### config.mk
export PLATFORM = sky130hd
export DESIGN_NAME = alu_op_sequencer
export DESIGN_NICKNAME = d
export VERILOG_FILES = /design/src/rtl/alu_op_sequencer.sv
export SDC_FILE = /design/constraint.sdc
export NUM_CORES = 1
export LEC_CHECK = 0
export BUFFER_PORTS_ARGS = -buffer_cell sky130_fd_sc_hd__buf_2
export CAP_MARGIN = 20
export CORE_ASPECT_RATIO = 0.7
export CORE_MARGIN = 4
export CORE_UTILIZATION = 51
export CTS_CLUSTER_DIAMETER = 60
export CTS_CLUSTER_SIZE = 16
export DETAILED_ROUTE_END_ITERATION = 8
export PLACE_DENSITY_LB_ADDON = 0.15
export SYNTH_ARGS = -nofsm -noshare
export SYNTH_HDL_FRONTEND = slang
export SYNTH_SLANG_ARGS = --single-unit
### constraint.sdc
create_clock -name clk -period 2.54 [get_ports clk]
set_input_delay 0.127 -clock clk [delete_from_list [all_inputs] [get_ports clk]]
set_output_delay 0.127 -clock clk [all_outputs]
set_load 0.005 [all_outputs]
### src/rtl/alu_op_sequencer.sv
// Command sequencer that drives a combinational NZCV ALU for COUNT passes. After each pass
// the ALU result is fed back as operand A, and carry/overflow are accumulated across passes.
module alu_op_sequencer #(
  parameter int BITS  = 5,
  parameter int CNT_W = 4
) (
  input  logic             clk,
  input  logic             rst_n,
  input  logic             cmd_valid,
  output logic             cmd_ready,
  input  logic [1:0]       cmd_op,
  input  logic [BITS-1:0]  cmd_a,
  input  logic [BITS-1:0]  cmd_b,
  input  logic [CNT_W-1:0] cmd_count,
  output logic [BITS-1:0]  alu_in_a,
  output logic [BITS-1:0]  alu_in_b,
  output logic [1:0]       alu_ctrl,
  input  logic [BITS-1:0]  alu_result,
  input  logic [3:0]       alu_flags,
  output logic             rsp_valid,
  input  logic             rsp_ready,
  output logic [BITS-1:0]  rsp_result,
  output logic [3:0]       rsp_flags
);

  typedef enum logic [1:0] {IDLE, EXEC, DONE} state_e;

  localparam logic [CNT_W-1:0] CNT_ONE = {{(CNT_W-1){1'b0}}, 1'b1};

  state_e            state_q, state_d;
  logic [BITS-1:0]   in_a_q, in_a_d;
  logic [BITS-1:0]   in_b_q, in_b_d;
  logic [1:0]        ctrl_q, ctrl_d;
  logic [CNT_W-1:0]  rem_q, rem_d;
  logic              sticky_c_q, sticky_c_d;
  logic              sticky_v_q, sticky_v_d;
  logic [BITS-1:0]   rsp_result_q, rsp_result_d;
  logic [3:0]        rsp_flags_q, rsp_flags_d;

  always_ff @(posedge clk or negedge rst_n) begin
    if (!rst_n) begin
      state_q      <= IDLE;
      in_a_q       <= '0;
      in_b_q       <= '0;
      ctrl_q       <= 2'b00;
      rem_q        <= '0;
      sticky_c_q   <= 1'b0;
      sticky_v_q   <= 1'b0;
      rsp_result_q <= '0;
      rsp_flags_q  <= 4'b0000;
    end else begin
      state_q      <= state_d;
      in_a_q       <= in_a_d;
      in_b_q       <= in_b_d;
      ctrl_q       <= ctrl_d;
      rem_q        <= rem_d;
      sticky_c_q   <= sticky_c_d;
      sticky_v_q   <= sticky_v_d;
      rsp_result_q <= rsp_result_d;
      rsp_flags_q  <= rsp_flags_d;
    end
  end

  always_comb begin
    state_d      = state_q;
    in_a_d       = in_a_q;
    in_b_d       = in_b_q;
    ctrl_d       = ctrl_q;
    rem_d        = rem_q;
    sticky_c_d   = sticky_c_q;
    sticky_v_d   = sticky_v_q;
    rsp_result_d = rsp_result_q;
    rsp_flags_d  = rsp_flags_q;

    case (state_q)
      IDLE: begin
        if (cmd_valid) begin
          in_a_d     = cmd_a;
          in_b_d     = cmd_b;
          ctrl_d     = cmd_op;
          rem_d      = (cmd_count == '0) ? CNT_ONE : cmd_count;
          sticky_c_d = 1'b0;
          sticky_v_d = 1'b0;
          state_d    = EXEC;
        end
      end
      EXEC: begin
        // The ALU output has settled by the edge, so each cycle is one complete pass.
        sticky_c_d = sticky_c_q | alu_flags[1];
        sticky_v_d = sticky_v_q | alu_flags[0];
        rem_d      = rem_q - CNT_ONE;
        if (rem_q == CNT_ONE) begin
          rsp_result_d = alu_result;
          rsp_flags_d  = {alu_flags[3:2], sticky_c_q | alu_flags[1], sticky_v_q | alu_flags[0]};
          state_d      = DONE;
        end else begin
          in_a_d = alu_result;
        end
      end
      DONE: begin
        if (rsp_ready) state_d = IDLE;
      end
      default: state_d = IDLE;
    endcase
  end

  assign cmd_ready  = (state_q == IDLE);
  assign rsp_valid  = (state_q == DONE);
  assign alu_in_a   = in_a_q;
  assign alu_in_b   = in_b_q;
  assign alu_ctrl   = ctrl_q;
  assign rsp_result = rsp_result_q;
  assign rsp_flags  = rsp_flags_q;

endmodule

==> metrics.md, run 1 <==
| Metric | Value |
|---|---|
| Die ar. | approximately 3500 um2 |
| Total power | between 2 and 2.5 mW |
| Die W | 69.18 um |
| Vias in the first global route | roughly 1100 |
| Hold Path Sink | state_q[1] |
| Crit path top cell by count | mux2_2 |
| GRT Total Usage | roughly a fifth |
| Syn_nets | roughly 140 |
| Worst-path cell chain | nor2b_2, mux2_2, mux2_2 |
| Worst EP required | 2710 ps |
| Later-pin clock latency in the skew report | 280 ps |
| Largest net degree at the start of global routing | 30 |
| Commonest cells after routing, fill and taps aside | buf_2, dfrtp_1, mux2_2, nor2_1, a21oi_1 |
| Worst vdd ir | roughly 630 uV |
| Antenna Cells | 0 |
| Max-cap violations | 0 |
| Outcome | finished clean |
| Synth unique cells | 26 |
| Syn avg cell area | roughly 13 um2 |
| Ys Warns | 0 |
| PD cells | 1165 nW/um2 |
| Worst-path clk slew | around 60 ps |
| Seq cells post-synth | 29 |
| Core Area | approximately 2500 um2 |
| Final Cycle Share | roughly 72% |
| Max-slew violation total from the final report | 0 |
| Fmax | around 550 MHz |
| Final-stage net count | 190 |
| Post-Syn Instances | roughly 100 |
| RSZ-0062 raised after global routing | no |
| Initial antenna violation count | 0 |
| Crit path launch type | flip-flop |
| WS Path Type | flip-flop to flip-flop |
| Share of cells above drive strength 1 | approximately 55% |
| Worst path top cell family by delay | multiplexers |
| H-Tree Depth | 2 |
| Nature of the critical path endpoint | flip-flop |
| Cell depth of the worst hold path | 2 |
| Worst slew pin tran | between 600 and 700 ps |
| # DRC | 0 |
| Total negative slack | 0 ps |
| Grt total ovfl | 0 |
| CTS resizes | 0 |
| Arrival time at the worst endpoint | around 2000 ps |
| Mean routed wirelength per cell | 15.19 um |
| Total CTS buffers | 5 |
| Met2 WL | 1.509 mm |
| DR top layer | met4 |
| WL met3 | 176 um |
| Synthesized area | 1336 um2 |
| Sequential area share after synthesis | 54.31% |
| HPWL Detailed | between 2 and 2.5 mm |
| Port bufs | 51 |
| Starting Density | between 50% and 60% |
| Met1 Routed Length | between 1 and 1.5 mm |
| Final setup vio count | 0 |
| CP bufs+invs | 0 |
| Reg2reg start | state_q[0] |
| CTS root buffer | clkbuf_8 |
| DRT Pass-1 Iters | 4 |
| Via count | between 1000 and 1500 |
| HP Class | input pin to flip-flop |
| Rel. slew slack | between 50% and 60% |
| R2r worst-path depth | 3 |
| CP max FO | 13 |
| Final WL | slightly below 3 mm |
| Starting DRT DRC Count | 36 |
| Setup Skew | 2.745 ps |
| Slowest cell on the critical path | dfrtp_1 |
| Start point of the worst min-delay path | rsp_ready |
| Leak | 0.8390 nW |
| R2R Setup Slk | approximately 700 ps |
| # IOs | 52 |
| Post-CTS Setup Bufs | 0 |
| Post-DR vias/cell | 5.289 |
| GP Congestion | 0.8086 |
| Most common cell after layout, fill and taps aside | buf_2 |
| Clock Sinks | 29 |
| Slowest stage delay, CP | between 500 and 600 ps |
| DIE HEIGHT | 50.83 um |
| Final-layout fill cell count | about 190 |
| Detail Route Antenna Nets | 0 |
| CTS Buffer Depth | 2 |
| Syn-to-layout area delta | 29.68% |
| Reg-to-Reg End | alu_in_a[3] |
| Wire length of the first global-routing pass | about 5.1 mm |
| Period minus WS final | ~1800 ps |
| CTS tree | yes |
| CTS Hold Bufs | 1 |
| Rows | 15 |
| Hold Violations, Final | 0 |
cell families (layout without fill, tap and decap cells):
kind of cell	after synthesis	in the layout	share of synthesized area, %
AOI/OAI and AO/OA	15	15	7.397
adders and majority gates	2	2	1.872
buffers and inverters	10	66	3.745
DFF	29	29	54.31
muxes	28	28	23.31
and+or+nand+nor	20	20	9.364
Yosys cell counts, drive strengths merged:
| cell type | count | area, um2 |
|---|---|---|
| o31ai | 1 | 7.510 |
| a211oi | 1 | 7.510 |
| buf | 3 | 23.77 |
| nor3 | 4 | 25.02 |
| o32ai | 1 | 8.760 |
| o21ba | 1 | 10.01 |
| o22ai | 2 | 12.51 |
| nand4b | 1 | 8.760 |
| inv | 6 | 22.52 |
| o311ai | 1 | 8.760 |
| mux2i | 3 | 30.03 |
| ha | 2 | 25.02 |
| a22o | 1 | 8.760 |
| nor2 | 9 | 36.29 |
| nand3 | 1 | 17.52 |
| dfrtp | 29 | 725.7 |
| nor4bb | 1 | 10.01 |
| nor2b | 1 | 8.760 |
| mux2 | 25 | 281.5 |
| a21oi | 7 | 35.03 |
| clkbuf | 1 | 3.750 |
| nand2b | 3 | 18.77 |
per-layer routing:
metal	vias to the layer above	GRT usage, %
met2	30	33.07
met4	0	10.06
li1	485	-
met1	501	21.22
met5	-	0
met3	10	6.287
stage by stage:
step	hold slack, ps	utilization (%)	worst slack, ps	instance area (um2)	instances
after global placement	180.8	64.85	792.9	1607	185
final	15.03	69.95	705.5	1733	194
after floorplan	-168.6	-	935.6	1336	104
after global routing	17.84	69.95	624.3	1733	194
after detailed placement	185.2	64.85	739.9	1607	185
after CTS	13.19	69.95	722.9	1733	194
report_power, final:
part | total (mW) | internal, mW | leakage (nW) | switching, mW
sequential | 0.832 | 0.679 | 0.330 | 0.153
combinational | 0.701 | 0.402 | 0.450 | 0.299
clock | 0.485 | 0.319 | 0.0585 | 0.166
worst max-delay path by stage:
| stage | from | end | depth (start not counted) |
|---|---|---|---|
| finish | state_q[0] | alu_in_a[3] | 3 |
| global route | state_q[0] | alu_in_a[4] | 3 |
| CTS | state_q[0] | alu_in_a[3] | 3 |
| detailed placement | state_q[0] | alu_in_a[3] | 3 |
| global placement | state_q[0] | alu_in_a[2] | 3 |
| floorplan | rem_q[0] | alu_in_a[0] | 4 |
flip-flops by register name (all words and copies together) (netlist names):
name	count
rsp_flags	4
alu_ctrl	2
alu_in_b	5
alu_in_a	5
rsp_result	5
sticky_c_q	1
rem_q	4
state_q	2
sticky_v_q	1
final cells by class:
type | instances | area, um2 | share of cell area, %
sequential | 29 | 725.7 | 41.88
multi-input combinational | 65 | 560.5 | 32.35
timing repair buffer | 52 | 265.3 | 15.31
clock buffer | 7 | 86.33 | 4.982
tap | 34 | 42.54 | 2.455
clock inverter | 1 | 30.03 | 1.733
inverter | 6 | 22.52 | 1.300
worst register-to-register path, cell delays in order, from the launching register on:
cell,delay (ps)
dfrtp_1,580
nor2b_2,500
mux2_2,390
mux2_2,260
Power figures use the tool's default switching activity.
==> run 2, diff against run 1 <==
--- a/config.mk
+++ b/config.mk
@@ -5,11 +5,12 @@
 export SDC_FILE = /design/constraint.sdc
 export NUM_CORES = 1
 export LEC_CHECK = 0
+export ABC_AREA = 1
 export BUFFER_PORTS_ARGS = -buffer_cell sky130_fd_sc_hd__buf_2
 export CAP_MARGIN = 20
 export CORE_ASPECT_RATIO = 0.7
 export CORE_MARGIN = 4
-export CORE_UTILIZATION = 51
+export CORE_UTILIZATION = 44
 export CTS_CLUSTER_DIAMETER = 60
 export CTS_CLUSTER_SIZE = 16
 export DETAILED_ROUTE_END_ITERATION = 8
==> constraint.sdc (replaced) <==
create_clock -name clk -period 1.65 [get_ports clk]
set_input_delay 0.0825 -clock clk [delete_from_list [all_inputs] [get_ports clk]]
set_output_delay 0.0825 -clock clk [all_outputs]
set_load 0.005 [all_outputs]
==> metrics.md, run 2 <==
| Metric | Value |
|---|---|
| Met1 Routed Length | 1.522 mm (was 1.185 mm) |
| Period minus WS final | 1404 ps (was 1835 ps) |
| Via count | 1267 (was 1026) |
| Met2 WL | 1.625 mm (was 1.509 mm) |
| Final WS setup | 246.0 ps (was 705.5 ps) |
| RSZ-0062 raised after global routing | no (unchanged) |
| CTS tree | yes (unchanged) |
| Detail Route Antenna Nets | 0 (unchanged) |
| Ys async rst share | 100.0% (unchanged) |
| Commonest cells after routing, fill and taps aside | nand2_1, buf_2, dfrtp_1, nand3_1, inv_1 (was buf_2, dfrtp_1, mux2_2, nor2_1, a21oi_1) |
| Worst-path cell chain | inv_2, nor2_4, nand2_4, inv_1, nand2_1, nand2_1 (was nor2b_2, mux2_2, mux2_2) |
| Switching power | 1.434 mW (was 0.6181 mW) |
| Post-Syn Instances | 165 (was 104) |
| Final WL | 3.405 mm (was 2.947 mm) |
| Sw Share | 39.55% (was 30.62%) |
| Ranking of synthesized cells by area | dfrtp_1, nand2_1, nand3_1 (was dfrtp_1, mux2_2, a21oi_1) |
| GP Congestion | 0.7152 (was 0.8086) |
| Rows | 16 (was 15) |
| Arrival time at the worst endpoint | 1620 ps (was 2000 ps) |
| Share of cells above drive strength 1 | 36.04% (was 55.00%) |
| Comb power frac | 42.8% (was 34.7%) |
| Post-CTS Setup Bufs | 0 (unchanged) |
| Post-synth EDFFs | 0 (unchanged) |
| Synth unique cells | 22 (was 26) |
| Most common cell after layout, fill and taps aside | nand2_1 (was buf_2) |
| Die ar. | 4215 um2 (was 3516 um2) |
| GRT Total Usage | 16.90% (was 19.10%) |
| HP Class | input pin to flip-flop (unchanged) |
| Clock group share of total power | 20.9% (was 24.0%) |
| Setup Skew | 2.675 ps (was 2.745 ps) |
| Grt total ovfl | 0 (unchanged) |
| CTS root buffer | clkbuf_8 (unchanged) |
| PD cells | 1998 nW/um2 (was 1165 nW/um2) |
| Most common cell in the synthesized netlist | nand2_1 (was dfrtp_1) |
| Nature of the critical path endpoint | flip-flop (unchanged) |
| Seq cells post-synth | 29 (unchanged) |
| Syn-to-layout area delta | 27.75% (was 29.68%) |
| Largest net degree at the start of global routing | 30 (unchanged) |
| DRT Pass-1 Iters | 4 (unchanged) |
| Synthesized area | 1420 um2 (was 1336 um2) |
| Final-stage net count | 252 (was 190) |
| Max-slew violation total from the final report | 0 (unchanged) |
| Ys Warns | 0 (unchanged) |
| Crit path launch type | flip-flop (unchanged) |
| Worst EP required | 1870 ps (was 2710 ps) |
| # IOs | 52 (unchanged) |
| Wire length of the first global-routing pass | 5.823 mm (was 5.147 mm) |
| Syn avg cell area | 8.607 um2 (was 12.85 um2) |
| Total CTS buffers | 5 (unchanged) |
| DIE HEIGHT | 55.53 um (was 50.83 um) |
| Hold Violations, Final | 0 (unchanged) |
| H-Tree Depth | 2 (unchanged) |
| Design area | 1814 um2 (was 1733 um2) |
| Flop pwr share | 36.4% (was 41.2%) |
| Synth Flop Type | dfrtp_1 (unchanged) |
| Starting DRT DRC Count | 43 (was 36) |
| Worst vdd ir | 933.5 uV (was 626.3 uV) |
| Worst slew pin tran | 642.4 ps (was 621.2 ps) |
| Later-pin clock latency in the skew report | 280 ps (about the same) |
| Antenna Cells | 0 (unchanged) |
| Pint | 2.192 mW (was 1.400 mW) |
| Final setup vio count | 0 (unchanged) |
| Hold_ws | 1.833 ps (was 15.03 ps) |
| Leak | 1.018 nW (was 0.8390 nW) |
| Placed cell area | 1678 um2 (was 1607 um2) |
| Sequential area share after synthesis | 51.10% (was 54.31%) |
| WS Path Type | flip-flop to flip-flop (unchanged) |
| Vias in the first global route | 1290 (was 1094) |
| Synth top area share | 51.10% (was 54.31%) |
| CTS Buffer Depth | 2 (unchanged) |
| Mean routed wirelength per cell | 13.20 um (was 15.19 um) |
| Outcome | finished clean (unchanged) |
| Fmax | 712.3 MHz (was 545.1 MHz) |
| Core Area | 2943 um2 (was 2477 um2) |
| Initial antenna violation count | 0 (unchanged) |
| Synth top cells by count | nand2_1, dfrtp_1, nand3_1 (was dfrtp_1, mux2_2, nor2_1) |
| Cell type with the highest aggregate area in the netlist | dfrtp_1 (unchanged) |
| Clock Sinks | 29 (unchanged) |
| Max-cap violations | 0 (unchanged) |
| DR top layer | met4 (unchanged) |
| Total negative slack | 0 ps (unchanged) |
| WL met3 | 227 um (was 176 um) |
| Final Cycle Share | 85.09% (was 72.22%) |
| Slowest stage delay, CP | 590 ps (was 580 ps) |
| Post-DR vias/cell | 4.911 (was 5.289) |
| Slowest cell on the critical path | dfrtp_1 (unchanged) |
| Syn_nets | 196 (was 135) |
| Final-layout fill cell count | 262 (was 191) |
| Total power | 3.625 mW (was 2.019 mW) |
| # DRC | 0 (unchanged) |
| Pre-CTS setup slack | 279.7 ps (was 739.9 ps) |
| Rel. slew slack | 57.17% (was 58.59%) |
| Worst-path clk slew | 60 ps (about the same) |
| HPWL Detailed | 2.631 mm (was 2.207 mm) |
| Crit path top cell by count | nand2_1 (was mux2_2) |
| CP max FO | 16 (was 13) |
| Port bufs | 51 (unchanged) |
| Die W | 75.90 um (was 69.18 um) |
| Starting Density | 48.26% (was 53.94%) |
## run 2: cell count changes after synthesis, moves of 4 or more
cell,change
o21ai_2,+5
nand2_1,+68
inv_1,+4
nand3_1,+14
mux2_2,-25
o21ai_0,+9
a21oi_1,-7
## run 2: layer usage
| metal | global-route usage (%) | up-vias |
|---|---|---|
| li1 | - | 626 |
| met1 | 20.47 | 603 |
| met2 | 27.32 | 33 |
| met3 | 6.656 | 5 |
| met4 | 5.838 | 0 |
| met5 | 0 | - |
## run 2: kinds of logic (layout without fill, tap and decap cells)
group	after synthesis	in the layout	share of synthesized area, %
adders and majority gates	2	2	1.762
buffers and inverters	18	75	6.872
AOI/OAI and AO/OA	15	15	6.784
xor gates and xnor gates	1	1	0.6169
and+or+nand+nor	100	100	32.86
DFF	29	29	51.10
## run 2: critical path, delay by kind of cell, from the launching register on
| kind | cells | cell delay, ps |
|---|---|---|
| flip-flops | 1 | 590 |
| buffers and inverters | 2 | 240 |
| AND/OR/NAND/NOR | 4 | 490 |
## run 2: power by group through the flow
stage | clock network (mW) | logic (mW) | registers [mW]
2_1_floorplan | 0 | 1.11 | 1.30
3_3_place_gp | 0 | 1.48 | 1.31
3_5_place_dp | 0 | 1.55 | 1.33
4_1_cts | 0.763 | 1.56 | 1.32
5_1_grt | 0.800 | 1.77 | 1.36
6_report | 0.756 | 1.55 | 1.32
## run 2: per-stage QoR
| step | utilization, % | cells |
|---|---|---|
| after detailed placement | 57.02 | 248 |
| after global routing | 61.65 | 258 |
| after global placement | 57.02 | 248 |
| final | 61.65 | 258 |
| after CTS | 61.65 | 258 |
| after floorplan | - | 165 |
## run 2: worst paths after layout
path	from	end	slack (ps)	cells after the start
min in group asynchronous	rst_n	rsp_flags[3]	360	2
hold / removal	alu_flags[3]	rsp_flags[3]	2	3
max in group asynchronous	rst_n	rem_q[2]	870	2
setup reg to reg	state_q[0]	rsp_flags[1]	250	6
setup / recovery	state_q[0]	rsp_flags[1]	250	6
hold reg to reg	alu_in_a[2]	alu_in_a[2]	470	2
## run 2: cell type report
type	instances	area (um2)	share of cell area, %
Sequential cell	29	725.7	40.00
Multi-Input combinational cell	118	596.8	32.90
Timing Repair Buffer	53	275.3	15.17
Clock buffer	7	86.33	4.759
Inverter	14	55.05	3.034
Tap cell	36	45.04	2.483
Clock inverter	1	30.03	1.655
## run 2: timing repair
item,CTS,global route
hold buffers,2,0
resized for setup,0,0
hold endpoints to repair,30,0
